$ cat config.mk
export PLATFORM = sky130hd
export DESIGN_NAME = hood_mode_fsm
export DESIGN_NICKNAME = d
export VERILOG_FILES = /design/src/rtl/hood_pkg.sv /design/src/rtl/hood_countdown.sv /design/src/rtl/hood_mode_fsm.sv
export SDC_FILE = /design/constraint.sdc
export NUM_CORES = 1
export LEC_CHECK = 0
export BUFFER_PORTS_ARGS = -buffer_cell sky130_fd_sc_hd__buf_2
export CAP_MARGIN = 20
export CORE_MARGIN = 8
export CORE_UTILIZATION = 50
export DETAILED_ROUTE_END_ITERATION = 8
export PLACE_DENSITY = 0.73
export SKIP_CTS_REPAIR_TIMING = 1
export SYNTH_ARGS = -nofsm -noshare
export SYNTH_HDL_FRONTEND = slang
export SYNTH_SLANG_ARGS = --single-unit
$ cat constraint.sdc
create_clock -name clk -period 4.06 [get_ports clk]
set_clock_uncertainty 0.2 [all_clocks]
set_input_delay 0.406 -clock clk [delete_from_list [all_inputs] [get_ports clk]]
set_output_delay 0.406 -clock clk [all_outputs]
set_load 0.01 [all_outputs]
$ cat src/rtl/hood_pkg.sv
`default_nettype none
// ============================================================================
// Module      : hood_pkg
// Description : State encodings, fan-level codes and button bit indices
//               shared by the range-hood mode controller.
// Revision    : 1.0 - initial release
// ============================================================================
package hood_pkg;

    typedef enum logic [2:0] {
        ST_OFF       = 3'd0,
        ST_STANDBY   = 3'd1,
        ST_MENU      = 3'd2,
        ST_LEVEL1    = 3'd3,
        ST_LEVEL2    = 3'd4,
        ST_HURRICANE = 3'd5,
        ST_CLEAN     = 3'd6
    } state_t;

    localparam logic [1:0] c_fan_off  = 2'd0;
    localparam logic [1:0] c_fan_low  = 2'd1;
    localparam logic [1:0] c_fan_high = 2'd2;
    localparam logic [1:0] c_fan_hurr = 2'd3;

    localparam int c_btn_menu   = 4;
    localparam int c_btn_level1 = 3;
    localparam int c_btn_level2 = 2;
    localparam int c_btn_hurr   = 1;
    localparam int c_btn_clean  = 0;

    function automatic logic is_onehot(input logic [4:0] v);
        return (v != 5'd0) && ((v & (v - 5'd1)) == 5'd0);
    endfunction

    function automatic logic [1:0] fan_of(input state_t s);
        case (s)
            ST_LEVEL1:    return c_fan_low;
            ST_LEVEL2:    return c_fan_high;
            ST_HURRICANE: return c_fan_hurr;
            default:      return c_fan_off;
        endcase
    endfunction

endpackage
`default_nettype wire

$ cat src/rtl/hood_countdown.sv
`default_nettype none
// ============================================================================
// Module      : hood_countdown
// Description : Loadable seconds counter, decremented on tick, expire pulses
//               on the tick that would take it from 1 to 0.
// Revision    : 1.0 - initial release
// ============================================================================
module hood_countdown #(
    parameter int TIME_W = 8
) (
    input  logic              clk,
    input  logic              reset,
    input  logic              load,
    input  logic [TIME_W-1:0] load_val,
    input  logic              tick,
    output logic [TIME_W-1:0] count,
    output logic              expire
);

    logic [TIME_W-1:0] r_count;

    // A load always wins over a decrement in the same cycle.
    always_ff @(posedge clk) begin
        if (reset) begin
            r_count <= '0;
        end else if (load) begin
            r_count <= load_val;
        end else if (tick && (r_count != '0)) begin
            r_count <= r_count - 1'b1;
        end
    end

    assign count  = r_count;
    assign expire = tick && (r_count == TIME_W'(1));

endmodule
`default_nettype wire

$ cat src/rtl/hood_mode_fsm.sv
`default_nettype none
// ============================================================================
// Module      : hood_mode_fsm
// Description : Range-hood mode controller (standby/menu/levels/hurricane/
//               self-clean) with one shared countdown.
//               Option macro HOOD_AUTO_OFF_EN: MENU idle timeout to STANDBY.
// Revision    : 1.0 - initial release
// ============================================================================
module hood_mode_fsm
    import hood_pkg::*;
#(
    parameter int TIME_W         = 8,
    parameter int HURR_TIME      = 60,
    parameter int HURR_EXIT_TIME = 60,
    parameter int CLEAN_TIME     = 180,
    parameter int IDLE_TIME      = 30
) (
    input  logic              clk,
    input  logic              reset,
    input  logic              tick,
    input  logic              power_en,
    input  logic [4:0]        btn,
    output logic [2:0]        state,
    output logic [1:0]        fan_level,
    output logic [TIME_W-1:0] time_left,
    output logic              hurr_avail,
    output logic [6:0]        mode_led
);

`ifdef HOOD_AUTO_OFF_EN
    localparam bit c_auto_off = 1'b1;
`else
    localparam bit c_auto_off = 1'b0;
`endif

    state_t            r_state;
    state_t            w_next;
    logic [1:0]        r_fan;
    logic              r_hurr_avail;
    logic              r_drain;
    logic              w_press;
    logic              w_reload;
    logic [TIME_W-1:0] w_reload_val;
    logic              w_drain_set;
    logic              w_load;
    logic [TIME_W-1:0] w_load_val;
    logic [TIME_W-1:0] w_count;
    logic              w_expire;

    assign w_press = is_onehot(btn);

    always_comb begin
        w_next       = r_state;
        w_reload     = 1'b0;
        w_reload_val = '0;
        w_drain_set  = 1'b0;
        if (!power_en) begin
            w_next = ST_OFF;
        end else begin
            case (r_state)
                ST_OFF: w_next = ST_STANDBY;
                ST_STANDBY: begin
                    if (w_press && btn[c_btn_menu]) w_next = ST_MENU;
                end
                ST_MENU: begin
                    if (c_auto_off && w_expire) begin
                        w_next = ST_STANDBY;
                    end else if (w_press) begin
                        if (btn[c_btn_level1])                    w_next = ST_LEVEL1;
                        else if (btn[c_btn_level2])               w_next = ST_LEVEL2;
                        else if (btn[c_btn_clean])                w_next = ST_CLEAN;
                        else if (btn[c_btn_hurr] && r_hurr_avail) w_next = ST_HURRICANE;
                        else begin
                            // Press that leaves us in MENU restarts the idle timer.
                            w_reload     = c_auto_off;
                            w_reload_val = TIME_W'(IDLE_TIME);
                        end
                    end
                end
                ST_LEVEL1: begin
                    if (w_press && btn[c_btn_level2])    w_next = ST_LEVEL2;
                    else if (w_press && btn[c_btn_menu]) w_next = ST_MENU;
                end
                ST_LEVEL2: begin
                    if (w_press && btn[c_btn_level1])    w_next = ST_LEVEL1;
                    else if (w_press && btn[c_btn_menu]) w_next = ST_MENU;
                end
                ST_HURRICANE: begin
                    if (w_expire) begin
                        w_next = r_drain ? ST_STANDBY : ST_LEVEL2;
                    end else if (w_press && btn[c_btn_menu] && !r_drain) begin
                        w_reload     = 1'b1;
                        w_reload_val = TIME_W'(HURR_EXIT_TIME);
                        w_drain_set  = 1'b1;
                    end
                end
                ST_CLEAN: begin
                    if (w_expire) w_next = ST_STANDBY;
                end
                default: w_next = ST_OFF;
            endcase
        end
    end

    // Every state change reloads the counter; untimed states load zero.
    always_comb begin
        w_load     = w_reload;
        w_load_val = w_reload_val;
        if (w_next != r_state) begin
            w_load = 1'b1;
            case (w_next)
                ST_HURRICANE: w_load_val = TIME_W'(HURR_TIME);
                ST_CLEAN:     w_load_val = TIME_W'(CLEAN_TIME);
                ST_MENU:      w_load_val = c_auto_off ? TIME_W'(IDLE_TIME) : '0;
                default:      w_load_val = '0;
            endcase
        end
    end

    always_ff @(posedge clk) begin
        if (reset) begin
            r_state      <= ST_OFF;
            r_fan        <= c_fan_off;
            r_hurr_avail <= 1'b1;
            r_drain      <= 1'b0;
        end else begin
            r_state <= w_next;
            r_fan   <= fan_of(w_next);
            if (w_next == ST_OFF) begin
                r_hurr_avail <= 1'b1;
            end else if (w_next == ST_HURRICANE && r_state != ST_HURRICANE) begin
                r_hurr_avail <= 1'b0;
            end
            if (w_next != ST_HURRICANE || r_state != ST_HURRICANE) begin
                r_drain <= 1'b0;
            end else if (w_drain_set) begin
                r_drain <= 1'b1;
            end
        end
    end

    hood_countdown #(
        .TIME_W (TIME_W)
    ) u_countdown (
        .clk      (clk),
        .reset    (reset),
        .load     (w_load),
        .load_val (w_load_val),
        .tick     (tick),
        .count    (w_count),
        .expire   (w_expire)
    );

    assign state      = r_state;
    assign fan_level  = r_fan;
    assign time_left  = w_count;
    assign hurr_avail = r_hurr_avail;
    assign mode_led   = 7'd1 << r_state;

endmodule
`default_nettype wire

After elaboration in Yosys (flattened, before gate mapping) --
Cells that the tools add are included.
Storage, ports and cells: bits in registers 15, input bits 9, output and inout bits 21, logic and storage cells 74
Cells by class: $add $sub $neg 2, equality and inequality tests 14, shift-type cells 1, muxes and demuxes 32, bitwise logic cells 1, reduce and logical (&&, ||, !) cells 19
Operator list (count):
- 3-bit two-way mux | 12
- 5-bit two-way mux | 5
- 8-bit two-way mux | 3
- 3-bit one-hot mux with 7 select lines | 1
- 3-bit == test (second input constant) | 6
- 6-bit two-way mux | 3
- 8-bit one-hot mux with 2 select lines | 1
- 6-bit one-hot mux with 2 select lines | 1
- 3-bit by 2-bit == test with 1-bit output (second input constant) | 3
- 1-bit logical AND | 9
- 8-bit by 1-bit == test with 1-bit output (second input constant) | 1
- 8-bit nonzero test | 1
- 8-bit by 1-bit subtractor with 8-bit output (second input constant) | 1
- 1-bit by 3-bit << shifter with 7-bit output (first input constant) | 1
- 3-bit logical NOT | 2
- 3-bit inequality test (second input constant) | 2
- 2-bit one-hot mux with 3 select lines | 1
- 5-bit bitwise AND | 1
- 5-bit logical NOT | 1
- 1-bit two-way mux | 5
- 5-bit nonzero test | 1
- 5-bit by 1-bit subtractor with 5-bit output (second input constant) | 1
- 2-bit OR reduction | 2
- 3-bit by 1-bit == test with 1-bit output (second input constant) | 1
- 4 further kinds | 4

Longest topological paths before layout --
depth in word-level cells 13, gate-level depth with buffers 11, gate-level depth less buffers 11

Modules after synthesis --
From an unflattened synthesis, not the netlist that was laid out.
Unflattened totals: cells, all modules 194, area, all modules 1448.9 um^2
By module, submodules not included:
- hood_mode_fsm | instances 1, cells each 123, area each 867.1 um^2, sequential area each 140.1 um^2
- hood_countdown | instances 1, cells each 71, area each 581.8 um^2, sequential area each 160.2 um^2

Least setup slack after synthesis --
OpenSTA, ideal clock, no wires.
path type input-to-reg, start input port btn[2], end register u_countdown.r_count[5], in the netlist u_countdown.count[5], setup time 0.103 ns, arrival 2.618 ns, path slack 1.138 ns, stages 10, buffers on the path 1, cells stage by stage buf_6 or3_4 or3_1 o311ai_1 a211oi_1 a221oi_2 a221oi_2 a2111o_1 nor4b_1 a2111oi_2
Between the ends: word-level cells in the longest chain between the ends 13, elaborated cells on any way between the ends 33
Ends and longest elaborated chain:
- start: declaration | line hood_mode_fsm.sv:22 | input logic [4:0] btn,
- 5-bit by 1-bit subtractor with 5-bit output | line hood_pkg.sv:32 | return (v != 5'd0) && ((v & (v - 5'd1)) == 5'd0);
- 5-bit bitwise AND | line hood_pkg.sv:32
- 5-bit logical NOT | line hood_pkg.sv:32
- 1-bit logical AND | line hood_pkg.sv:32
- 1-bit logical AND
- 3-bit two-way mux | line hood_mode_fsm.sv:63, hood_mode_fsm.sv:82, hood_mode_fsm.sv:86
- 3-bit two-way mux (on tied branches) | line hood_mode_fsm.sv:85, hood_mode_fsm.sv:81
- 3-bit one-hot mux with 7 select lines | line hood_mode_fsm.sv:60 | case (r_state)
- 3-bit two-way mux | line hood_mode_fsm.sv:57 | if (!power_en) begin
- 3-bit == test | line hood_mode_fsm.sv:111 | case (w_next)
- 8-bit one-hot mux with 2 select lines | line hood_mode_fsm.sv:111
- 8-bit two-way mux | line hood_mode_fsm.sv:109 | if (w_next != r_state) begin
- 8-bit two-way mux | line hood_countdown.sv:26 | end else if (load) begin
- end signal: assignment | line hood_countdown.sv:27 | r_count <= load_val;
- end signal: assignment | line hood_countdown.sv:29 | r_count <= r_count - 1'b1;
- end: declaration | line hood_countdown.sv:20 | logic [TIME_W-1:0] r_count;
Parallel ways exist; a longest one is shown, timed or not. A chain may end at the register's enable or synchronous reset.

Final worst setup path --
start register r_state[2], in the netlist state[2], end register u_countdown.r_count[4], in the netlist u_countdown.count[4]
Between the ends: word-level cells in the longest chain between the ends 11, elaborated cells on any way between the ends 31
Ends and longest elaborated chain:
- start: declaration | line hood_mode_fsm.sv:36 | state_t r_state;
- start signal: assignment | line hood_mode_fsm.sv:127 | r_state <= w_next;
- 3-bit two-way mux | line hood_mode_fsm.sv:72 | else if (btn[c_btn_hurr] && r_hurr_avail) w_next = ST_HURRICANE;
- 3-bit two-way mux | line hood_mode_fsm.sv:71 | else if (btn[c_btn_clean]) w_next = ST_CLEAN;
- 3-bit two-way mux | line hood_mode_fsm.sv:70 | else if (btn[c_btn_level2]) w_next = ST_LEVEL2;
- 3-bit two-way mux | line hood_mode_fsm.sv:69 | if (btn[c_btn_level1]) w_next = ST_LEVEL1;
- 3-bit two-way mux | line hood_mode_fsm.sv:68 | end else if (w_press) begin
- 3-bit one-hot mux with 7 select lines | line hood_mode_fsm.sv:60
- 3-bit two-way mux | line hood_mode_fsm.sv:57
- 3-bit == test | line hood_mode_fsm.sv:111
- 8-bit one-hot mux with 2 select lines | line hood_mode_fsm.sv:111
- 8-bit two-way mux | line hood_mode_fsm.sv:109
- 8-bit two-way mux | line hood_countdown.sv:26
Parallel ways exist; a longest one is shown, timed or not.

==> reports/results.ini <==
[outcome]
status = complete, no violations

[floorplan]
dieHeight_um = 65.2
die_w_um = 65.2
die_area_um2 = 4250
core_um2 = 2390
ios = 30
start_util_pct = 50.6
rows = 18

[pwr]
peakVddDrop_mv = 0.297
p_per_area_nw_per_um2 = 298
p_leak_nw = 0.589

[yosys]
synth_area_um2 = 1210
ys_warn_count = 0
ys.flop_type = dfxtp_1
yosysSeqAreaShare_pct = 24.8
syn-num-nets = 165
synth-edff-count = 0
synth.avg_cell_area_um2 = 7.85
synthArstFlopShare_pct = 0
synthDistinctLibCells = 50
yosys_register_bits = 15
netlist_instances = 154

[finish]
nets = 193
layout_commonest_cell = buf_2
layout-drive-gt1-share_pct = 23.2
layout_common_cells = buf_2 (29), inv_1 (17), dfxtp_1 (15)
syn2layout_area_growth_pct = 14.1
num_antenna_cells = 0
nFillCells = 245
final_util_pct = 57.8

[sta]
fin_ws_ns = 0.815
worst_pin_slew_ns = 0.647
setup_viol = 0
rsz0062_at_grt = no
period_share_pct = 79.9
finalHoldViolations = 0
max_freq_mhz = 308
fin_crit_ns = 3.24
max-slew-margin-rel_pct = 56.5
drv_slew = 0
whs_ns = 0.266
finalSetupTns_ns = 0

[worst_setup_path]
ff2ff_path_depth = 10
rrSetupSlack_ns = 0.82
r2r_end = u_countdown.count[4]
criticalPathCategory = reg -> reg
worstPathArrival_ns = 3.24
start_kind = register
reg2reg_from = state[2]
cp.required_ns = 4.05
critPathCaptureType = register
critPathMaxFanout = 13

[placement]
pre_cts_ws_ns = 0.816
gp_congestion = 0.930
port-buffer-count = 29
dp_hpwl_mm = 2.73

[global_route]
grt_max_degree = 15
grt_first_pass_wirelength_mm = 5.92
overflow = 0
grt_use_total_pct = 16.7
grt_pass1_vias = 1307
antenna_found_initial = 0

[clock_tree]
numCtsBuffers = 3
numClockSinks = 15
cts_root_buffer = clkbuf_4
cts_tree = done
path_clk_slew_ns = 0.09
clockBufferDepth = 2
htreeDepth = 1
insertion_delay_ns = 0.28

[detailed_routing]
routed_via_density = 6.10
post_drt_wl_per_cell_um = 16.2
routed_wl_mm = 3.42
drc_errors = 0
firstDrtPassIters = 4
initialDrtViolationCount = 98
ant_nets = 0
num_vias = 1287

[worst_hold_path]
hp-start = reset
hold_path.class = in -> reg
min_path_cells = 2
holdPathEnd = fan_level[1]

[job]
maxCapViolCount = 0

==> flip-flops by register name, indices dropped and copies added (netlist names) <==
register           count
u_countdown.count      8
hurr_avail             1
fan_level              2
state                  3
r_drain                1
==> synthesized netlist by cell type, types with 2 or more instances <==
| library cell | number | area share [%] |
|---|---|---|
| a2111oi_0 | 2 | 1.4 |
| nor2b_1 | 3 | 1.6 |
| buf_2 | 2 | 0.83 |
| o211a_1 | 3 | 2.5 |
| or3_1 | 3 | 1.6 |
| and2_1 | 4 | 2.1 |
| o211ai_1 | 3 | 1.9 |
| a211o_1 | 2 | 1.4 |
| a221oi_1 | 3 | 2.2 |
| a211oi_1 | 3 | 1.9 |
| nor3_1 | 11 | 4.6 |
| and3_1 | 3 | 1.6 |
| o21ai_0 | 3 | 1.2 |
| nand4_1 | 2 | 1.0 |
| a31oi_1 | 2 | 1.0 |
| inv_1 | 17 | 5.3 |
| xnor2_1 | 4 | 2.9 |
| nand3_1 | 7 | 2.9 |
| nor2_1 | 13 | 4.0 |
| nand2_1 | 6 | 1.9 |
| a221oi_2 | 2 | 2.5 |
| xor2_1 | 2 | 1.4 |
| buf_4 | 2 | 1.2 |
| a21oi_1 | 8 | 3.3 |
| nand2b_1 | 2 | 1.0 |
| nor4b_1 | 2 | 1.4 |
| dfxtp_1 | 15 | 25 |
| and4_1 | 2 | 1.4 |
| ha_1 | 2 | 2.1 |
==> power by group <==
part | switching, W | total (W) | internal, W | leakage (nW)
combinational | 0.0000879 | 0.000150 | 0.0000621 | 0.449
clock | 0.0000477 | 0.0000843 | 0.0000366 | 0.0177
sequential | 0.0000171 | 0.000176 | 0.000159 | 0.122
total | 0.000153 | 0.000411 | 0.000258 | 0.589
==> area by class of cell <==
type	instances	area [um2]	area share, %
Tap cell	30	37.5	2.72
Clock buffer	3	22.5	1.63
Clock inverter	1	5.00	0.363
Inverter	17	63.8	4.63
Multi-Input combinational cell	116	805	58.3
Sequential cell	15	300	21.8
Timing Repair Buffer	29	145	10.5
==> critical path, cell delays in order (launching register included) <==
cell and delay [ns]:
dfxtp_1 0.55, or3b_1 0.45, inv_1 0.12, a31oi_1 0.05, nor3_1 0.15, a211o_1 0.21
o211ai_2 0.12, a221oi_2 0.35, nand3_1 0.31, a311o_1 0.40, a221oi_1 0.25
==> per-layer routing <==
metal	vias up	track usage, %	wire (um)
met5	-	0	0
met4	0	6.81	55
met3	7	4.59	186
met2	33	29.5	1760
met1	615	18.3	1420
li1	632	-	-
==> how the worst max path moves through the flow <==
stage / endpoint / depth (start not counted) / startpoint
floorplan: u_countdown.count[5] / 10 / btn[2]
global placement: u_countdown.count[5] / 10 / btn[1]
detailed placement: u_countdown.count[5] / 10 / btn[1]
CTS: u_countdown.count[4] / 9 / state[2]
global route: u_countdown.count[4] / 10 / state[2]
finish: u_countdown.count[4] / 10 / state[2]
==> metrics by stage <==
| stage | std cells | power, W | area [um2] |
|---|---|---|---|
| 2_1_floorplan | 154 | 0.000284 | 1210 |
| 3_3_place_gp | 207 | 0.000323 | 1350 |
| 3_5_place_dp | 207 | 0.000328 | 1350 |
| 4_1_cts | 211 | 0.000413 | 1380 |
| 5_1_grt | 211 | 0.000440 | 1380 |
| 6_report | 211 | 0.000411 | 1380 |
==> cells by family (layout without fill, tap and decap cells) <==
group / after synthesis / in the layout / synth area share (%)
compound gates: 42 / 42 / 28.4
buf+inv: 23 / 50 / 8.59
flops: 15 / 15 / 24.8
fa+ha+maj: 2 / 2 / 2.07
xor+xnor: 6 / 6 / 4.35
simple gates: 66 / 66 / 31.8
Note: power is estimated with default switching activity, not from simulation.
